--- src/rtl/knight_move_seq.sv ---
// Knight move sequencer: turns a move index into two leg commands for RemoteComm,
// waits for each acknowledge, tracks the board position and latches errors.
module knight_move_seq #(
  parameter logic [2:0]  START_X = 3'd1,
  parameter logic [2:0]  START_Y = 3'd1,
  parameter logic [25:0] TMO_CYC = 26'd50_000_000,
  parameter logic [7:0]  POS_ACK = 8'hA5
) (
  input  logic        clk,
  input  logic        rst_n,
  input  logic        cal_req,
  input  logic        mv_vld,
  input  logic [2:0]  mv_idx,
  output logic        mv_rdy,
  output logic [15:0] cmd,
  output logic        snd_cmd,
  input  logic        cmd_snt,
  input  logic        resp_rdy,
  input  logic [7:0]  resp,
  output logic        cal_ok,
  output logic [2:0]  xx,
  output logic [2:0]  yy,
  output logic        mv_done,
  output logic        err,
  output logic [1:0]  err_code
);

  localparam logic [15:0] CalGyro = 16'h2000;

  typedef enum logic [2:0] {StIdle, StSend, StWaitSnt, StWaitResp, StErr} state_e;

  state_e      state_q, state_d;
  logic        leg_q, leg_d;
  logic        cal_q, cal_d;
  logic [2:0]  mv_q, mv_d;
  logic [2:0]  dst_x_q, dst_x_d, dst_y_q, dst_y_d;
  logic [15:0] cmd_q, cmd_d;
  logic        snd_q, snd_d;
  logic        done_q, done_d;
  logic        cal_ok_q, cal_ok_d;
  logic        err_q, err_d;
  logic [1:0]  code_q, code_d;
  logic [2:0]  xx_q, xx_d, yy_q, yy_d;
  logic [25:0] cnt_q, cnt_d;

  logic signed [8:0] dx, dy, nx, ny;
  logic              off_board, tmo;

  // Leg 0 is the vertical leg, leg 1 the horizontal one; idx[2] selects the 1/2 split.
  function automatic logic [15:0] leg_cmd(input logic [2:0] idx, input logic horiz);
    if (!horiz) begin
      leg_cmd = {4'h4, (idx[1] ? 8'h7F : 8'h00), (idx[2] ? 4'd1 : 4'd2)};
    end else begin
      leg_cmd = {4'h5, (idx[0] ? 8'h3F : 8'hBF), (idx[2] ? 4'd2 : 4'd1)};
    end
  endfunction

  // Candidate destination of the offered move and its board check.
  always_comb begin
    dx = mv_idx[2] ? 9'sd2 : 9'sd1;
    dy = mv_idx[2] ? 9'sd1 : 9'sd2;
    if (mv_idx[0]) dx = -dx;
    if (mv_idx[1]) dy = -dy;
    nx = $signed({6'b0, xx_q}) + dx;
    ny = $signed({6'b0, yy_q}) + dy;
    off_board = (nx < 9'sd0) || (nx > 9'sd4) || (ny < 9'sd0) || (ny > 9'sd4);
  end

  assign tmo = (cnt_q == TMO_CYC - 26'd1);

  // Next-state and datapath update.
  always_comb begin
    state_d  = state_q;
    leg_d    = leg_q;
    cal_d    = cal_q;
    mv_d     = mv_q;
    dst_x_d  = dst_x_q;
    dst_y_d  = dst_y_q;
    cmd_d    = cmd_q;
    snd_d    = 1'b0;
    done_d   = 1'b0;
    cal_ok_d = cal_ok_q;
    err_d    = err_q;
    code_d   = code_q;
    xx_d     = xx_q;
    yy_d     = yy_q;
    cnt_d    = cnt_q;
    unique case (state_q)
      StIdle: begin
        if (cal_req) begin
          cmd_d   = CalGyro;
          cal_d   = 1'b1;
          state_d = StSend;
        end else if (mv_vld && mv_rdy) begin
          if (off_board) begin
            err_d   = 1'b1;
            code_d  = 2'd1;
            state_d = StErr;
          end else begin
            mv_d    = mv_idx;
            dst_x_d = nx[2:0];
            dst_y_d = ny[2:0];
            leg_d   = 1'b0;
            cal_d   = 1'b0;
            cmd_d   = leg_cmd(mv_idx, 1'b0);
            state_d = StSend;
          end
        end
      end
      StSend: begin
        snd_d   = 1'b1;
        cnt_d   = '0;
        state_d = StWaitSnt;
      end
      StWaitSnt: begin
        cnt_d = cnt_q + 26'd1;
        if (tmo) begin
          err_d   = 1'b1;
          code_d  = 2'd3;
          state_d = StErr;
        end else if (cmd_snt) begin
          state_d = StWaitResp;
        end
      end
      StWaitResp: begin
        cnt_d = cnt_q + 26'd1;
        // A response arriving on the terminal count still wins over the timeout.
        if (resp_rdy) begin
          if (resp == POS_ACK) begin
            if (cal_q) begin
              cal_ok_d = 1'b1;
              state_d  = StIdle;
            end else if (!leg_q) begin
              yy_d    = dst_y_q;
              leg_d   = 1'b1;
              cmd_d   = leg_cmd(mv_q, 1'b1);
              state_d = StSend;
            end else begin
              xx_d    = dst_x_q;
              done_d  = 1'b1;
              state_d = StIdle;
            end
          end else begin
            err_d   = 1'b1;
            code_d  = 2'd2;
            state_d = StErr;
          end
        end else if (tmo) begin
          err_d   = 1'b1;
          code_d  = 2'd3;
          state_d = StErr;
        end
      end
      StErr: state_d = StErr;
      default: state_d = StIdle;
    endcase
  end

  // State and output registers.
  always_ff @(posedge clk or negedge rst_n) begin
    if (!rst_n) begin
      state_q  <= StIdle;
      leg_q    <= 1'b0;
      cal_q    <= 1'b0;
      mv_q     <= '0;
      dst_x_q  <= START_X;
      dst_y_q  <= START_Y;
      cmd_q    <= '0;
      snd_q    <= 1'b0;
      done_q   <= 1'b0;
      cal_ok_q <= 1'b0;
      err_q    <= 1'b0;
      code_q   <= '0;
      xx_q     <= START_X;
      yy_q     <= START_Y;
      cnt_q    <= '0;
    end else begin
      state_q  <= state_d;
      leg_q    <= leg_d;
      cal_q    <= cal_d;
      mv_q     <= mv_d;
      dst_x_q  <= dst_x_d;
      dst_y_q  <= dst_y_d;
      cmd_q    <= cmd_d;
      snd_q    <= snd_d;
      done_q   <= done_d;
      cal_ok_q <= cal_ok_d;
      err_q    <= err_d;
      code_q   <= code_d;
      xx_q     <= xx_d;
      yy_q     <= yy_d;
      cnt_q    <= cnt_d;
    end
  end

  assign mv_rdy   = (state_q == StIdle) && cal_ok_q && !err_q;
  assign cmd      = cmd_q;
  assign snd_cmd  = snd_q;
  assign cal_ok   = cal_ok_q;
  assign xx       = xx_q;
  assign yy       = yy_q;
  assign mv_done  = done_q;
  assign err      = err_q;
  assign err_code = code_q;

endmodule
--- config.mk ---
export PLATFORM = sky130hd
export DESIGN_NAME = knight_move_seq
export DESIGN_NICKNAME = d
export VERILOG_FILES = /design/src/rtl/knight_move_seq.sv
export SDC_FILE = /design/constraint.sdc
export NUM_CORES = 1
export LEC_CHECK = 0
export ABC_CLOCK_PERIOD_IN_PS = 4800
export CELL_PAD_IN_SITES_DETAIL_PLACEMENT = 0
export CELL_PAD_IN_SITES_GLOBAL_PLACEMENT = 1
export CORE_MARGIN = 1.5
export CORE_UTILIZATION = 46
export CTS_CLUSTER_SIZE = 30
export DETAILED_ROUTE_END_ITERATION = 8
export PLACE_DENSITY_LB_ADDON = 0.1
export SYNTH_ARGS = -nofsm -noshare
export SYNTH_HDL_FRONTEND = slang
export SYNTH_SLANG_ARGS = --single-unit
--- constraint.sdc ---
create_clock -name clk -period 4.8 [get_ports clk]
set_input_delay 0.72 -clock clk [delete_from_list [all_inputs] [get_ports clk]]
set_output_delay 0.72 -clock clk [all_outputs]
set_load 0.05 [all_outputs]
==> results.py <==
metrics = {
    "final_layout": {
        "utilization_pct": 55.35,
        "fill_cells": 716,
        "area_growth_pct": 17.14,
        "multiInputGateArea_um2": 1929,
        "drive_above_1_share_pct": 15.29,
        "n_antenna_cell": 0,
        "seq_area_um2": 1481,
        "nets": 441,
    },
    "clock_tree": {
        "htreeDepth": 3,
        "post_cts_resize_count": 0,
        "numCtsBuffers": 9,
        "clockBufferDepth": 2,
        "postCtsSetupRepairBufs": 0,
        "clkTransAtPathRegs_ns": 0.07,
        "clock-root-buffer": "clkbuf_8",
        "cts_sinks": 59,
        "cts_tree": "yes",
        "ctsHoldBuffers": 0,
        "clock_latency_ns": 0.34,
    },
    "hold_path": {
        "holdPathStages": 1,
        "min_path_type": "register to register",
        "hold_end": "cmd[12]$_DFFE_PN0P_",
        "min-delay-start": "cmd[12]$_DFFE_PN0P_",
    },
    "route": {
        "antenna_left": 0,
        "routed_via_density": 5.667,
        "vias": 2913,
        "dr.pass1.iters": 4,
        "wl_per_cell_um": 16.06,
        "wirelength_um": 8255,
        "first_iter_violations": 137,
        "route.detailed.drc": 0,
    },
    "pwr": {
        "seqPwrFrac_pct": 34.6,
        "switchingPower_uw": 828.4,
        "leakagePower_nw": 1.880,
        "irDropWorstVdd_v": 0.0003339,
        "combPwrFrac_pct": 42.6,
        "power_density_nw_per_um2": 454.0,
        "pwr-share-clk_pct": 22.8,
        "internal_power_mw": 1.093,
        "total_power_mw": 1.922,
        "p_sw_share_pct": 43.10,
    },
    "timing": {
        "worstMarginPinSlew_ns": 0.9884,
        "drv_slew": 0,
        "skew_ns": 0.01263,
        "max_freq_mhz": 263.4,
        "finalCriticalPeriod_ns": 3.796,
        "min_period_over_period_pct": 79.08,
        "relSlewSlack_pct": 34.11,
        "rsz0062_at_grt": "no",
        "finalSetupViolations": 0,
        "finalHoldViolations": 0,
        "fin_tns_setup_ns": 0,
        "timing.final.ws_setup_ns": 1.004,
    },
    "grt": {
        "grt_pass1_wl_um": 14570,
        "antenna_found_initial": 0,
        "grt_pass1_vias": 2910,
        "grt_util_all_layers_pct": 22.04,
        "grt_max_degree": 60,
        "grt_overflow": 0,
    },
    "logic_synthesis": {
        "netlist_area_um2": 3613,
        "avgSynthCellArea_um2": 9.610,
        "synth_cell_type_count": 68,
        "yosysWarnings": 0,
        "ys_ff_latch": 59,
        "synth_cells": 376,
        "async_reset_ff_share_pct": 100.0,
        "seq_area_frac_synth_pct": 41.00,
        "synth_edf_count": 0,
        "ys.flop_type": "dfrtp_1",
    },
    "setup_path": {
        "r2r_start": "xx[0]$_DFFE_PN1P_",
        "startpoint": "mv_idx[0]",
        "critical_path.top_delay_family": "simple AND/OR/NAND/NOR gates",
        "worst_setup_path_end_kind": "register",
        "path_cells": "clkdlybuf4s50_1, or2_2, inv_1, fa_1, nand2b_1, nor2b_1, ha_1, nand4bb_1, a211oi_1, and4b_1, nand3_2, mux2_2",
        "cp_max_fo": 9,
        "r2r_slack_ns": 1.55,
        "r2r_end": "dst_x_q[1]$_DFFE_PN0P_",
        "cp.depth": 12,
        "start_kind": "primary input",
        "slowest_stage": "clkdlybuf4s50_1",
        "cp.required_ns": 5.02,
        "rr_worst_depth": 11,
        "critPathMaxStageDelay_ns": 0.65,
        "worst_ep_arrival_time_ns": 4.01,
        "crit_buf_inv": 2,
        "path_class": "primary input to register",
    },
    "run": {
        "maxCapViolations": 0,
    },
    "outcome": {
        "run_status": "finished, final reports clean",
    },
    "placed_design": {
        "place.gp.congestion": 0.7599,
        "portBuffers": 42,
        "dp_hpwl_um": 5708,
        "place_worst_setup_slack_ns": 0.6525,
    },
    "floorplanning": {
        "start_util_pct": 47.25,
        "core_um2": 7647,
        "fp.dieH_um": 91.63,
        "rows": 32,
        "die_w_um": 91.63,
        "die_area_um2": 8396,
        "pin_count": 46,
    },
}
-- how the worst max path moves through the flow --
stage | slack, ns | to
floorplan | 1.68 | cmd[9]$_DFFE_PN0P_
global placement | 0.73 | mv_q[0]$_DFFE_PN0P_
detailed placement | 0.65 | dst_x_q[1]$_DFFE_PN0P_
CTS | 1.0 | mv_q[0]$_DFFE_PN0P_
global route | 0.78 | dst_x_q[2]$_DFFE_PN0P_
finish | 1.00 | dst_x_q[1]$_DFFE_PN0P_
-- per-layer routing --
| metal | vias to the layer above | GRT usage (%) | routed length (µm) |
|---|---|---|---|
| met5 | - | 0 | 0 |
| met4 | 0 | 8.333 | 131 |
| met3 | 13 | 4.063 | 377 |
| met2 | 83 | 32.21 | 3539 |
| met1 | 1392 | 32.37 | 4208 |
| li1 | 1425 | - | - |
-- cells by family (layout without fill, tap and decap cells) --
group | after synthesis | after routing | synth area share (%)
AOI/OAI and AO/OA | 97 | 97 | 18.56
xor gates and xnor gates | 3 | 3 | 0.7273
adders and majority gates | 17 | 17 | 6.302
buffers and inverters | 46 | 80 | 5.817
DFF | 59 | 59 | 41.00
muxes | 20 | 20 | 6.198
other | 1 | 3 | 0.1038
and+or+nand+nor | 133 | 133 | 21.30
-- sequential cells by signal, summed over array words and instances, names as in the netlist --
register,cells
cnt_q,26
cmd,8
dst_x_q,3
dst_y_q,3
state_q,3
xx,3
yy,3
err_code,2
mv_q,2
cal_ok,1
cal_q,1
err,1
leg_q,1
mv_done,1
snd_cmd,1
-- cell usage after synthesis (7+ instances only) --
library cell	instances	share of area, %
dfrtp_1	55	38
nand2_1	32	3.3
nor2_1	30	3.1
o21ai_0	30	4.2
inv_1	19	2.0
mux2_2	19	5.9
a21oi_1	15	2.1
ha_1	15	5.2
clkbuf_1	13	1.4
nand3_1	10	1.4
buf_4	8	1.7
nor3_1	8	1.1
nand4_1	7	1.2
-- worst register-to-register path, delay by kind of cell, from the launching register on --
| family | cells | cell delay (ns) |
|---|---|---|
| fa+ha+maj | 3 | 0.82 |
| mux | 1 | 0.35 |
| compound gates | 1 | 0.19 |
| buf+inv | 1 | 0.05 |
| simple gates | 5 | 1.16 |
| flops | 1 | 0.55 |
-- through the flow --
stage | std cells | cell area [µm²] | hold WS, ns
floorplan | 378 | 3621 | 0.4244
global placement | 498 | 4048 | 0.4580
detailed placement | 498 | 4048 | 0.4791
CTS | 514 | 4233 | 0.4920
global route | 514 | 4233 | 0.5200
finish | 514 | 4233 | 0.4952
-- area by class of cell --
type                            instances  share of cell area, %
Multi-Input combinational cell        273                  45.58
Tap cell                              102                  3.015
Clock buffer                           11                  3.104
Timing Repair Buffer                   45                  10.35
Clock inverter                          5                  1.271
Inverter                               19                  1.685
Sequential cell                        59                  35.00
-- power groups by stage --
stage                     clock (mW)  combinational (mW)  sequential (mW)
final                          0.437               0.819            0.666
after global routing           0.473               0.895            0.680
after global placement             0               0.815            0.673
after CTS                      0.447               0.825            0.667
after floorplan                    0               0.495            0.772
after detailed placement           0               0.819            0.675
-- layout by cell type (no fill, tap or decap), types with 4 or more instances in the layout --
| cell | Yosys | final |
|---|---|---|
| a21o_1 | 6 | 6 |
| a21oi_1 | 15 | 15 |
| a22o_1 | 5 | 5 |
| a31oi_1 | 5 | 5 |
| and2_1 | 5 | 5 |
| and3_1 | 6 | 6 |
| clkbuf_8 | 0 | 9 |
| clkdlybuf4s50_1 | 0 | 41 |
| dfrtp_1 | 55 | 55 |
| dfstp_2 | 4 | 4 |
| ha_1 | 15 | 15 |
| inv_1 | 19 | 19 |
| mux2_2 | 19 | 19 |
| nand2_1 | 32 | 32 |
| nand3_1 | 10 | 10 |
| nand4_1 | 7 | 7 |
| nor2_1 | 30 | 30 |
| nor2b_1 | 4 | 4 |
| nor3_1 | 8 | 8 |
| o21ai_0 | 30 | 30 |
Note: power is estimated with default switching activity, not from simulation.
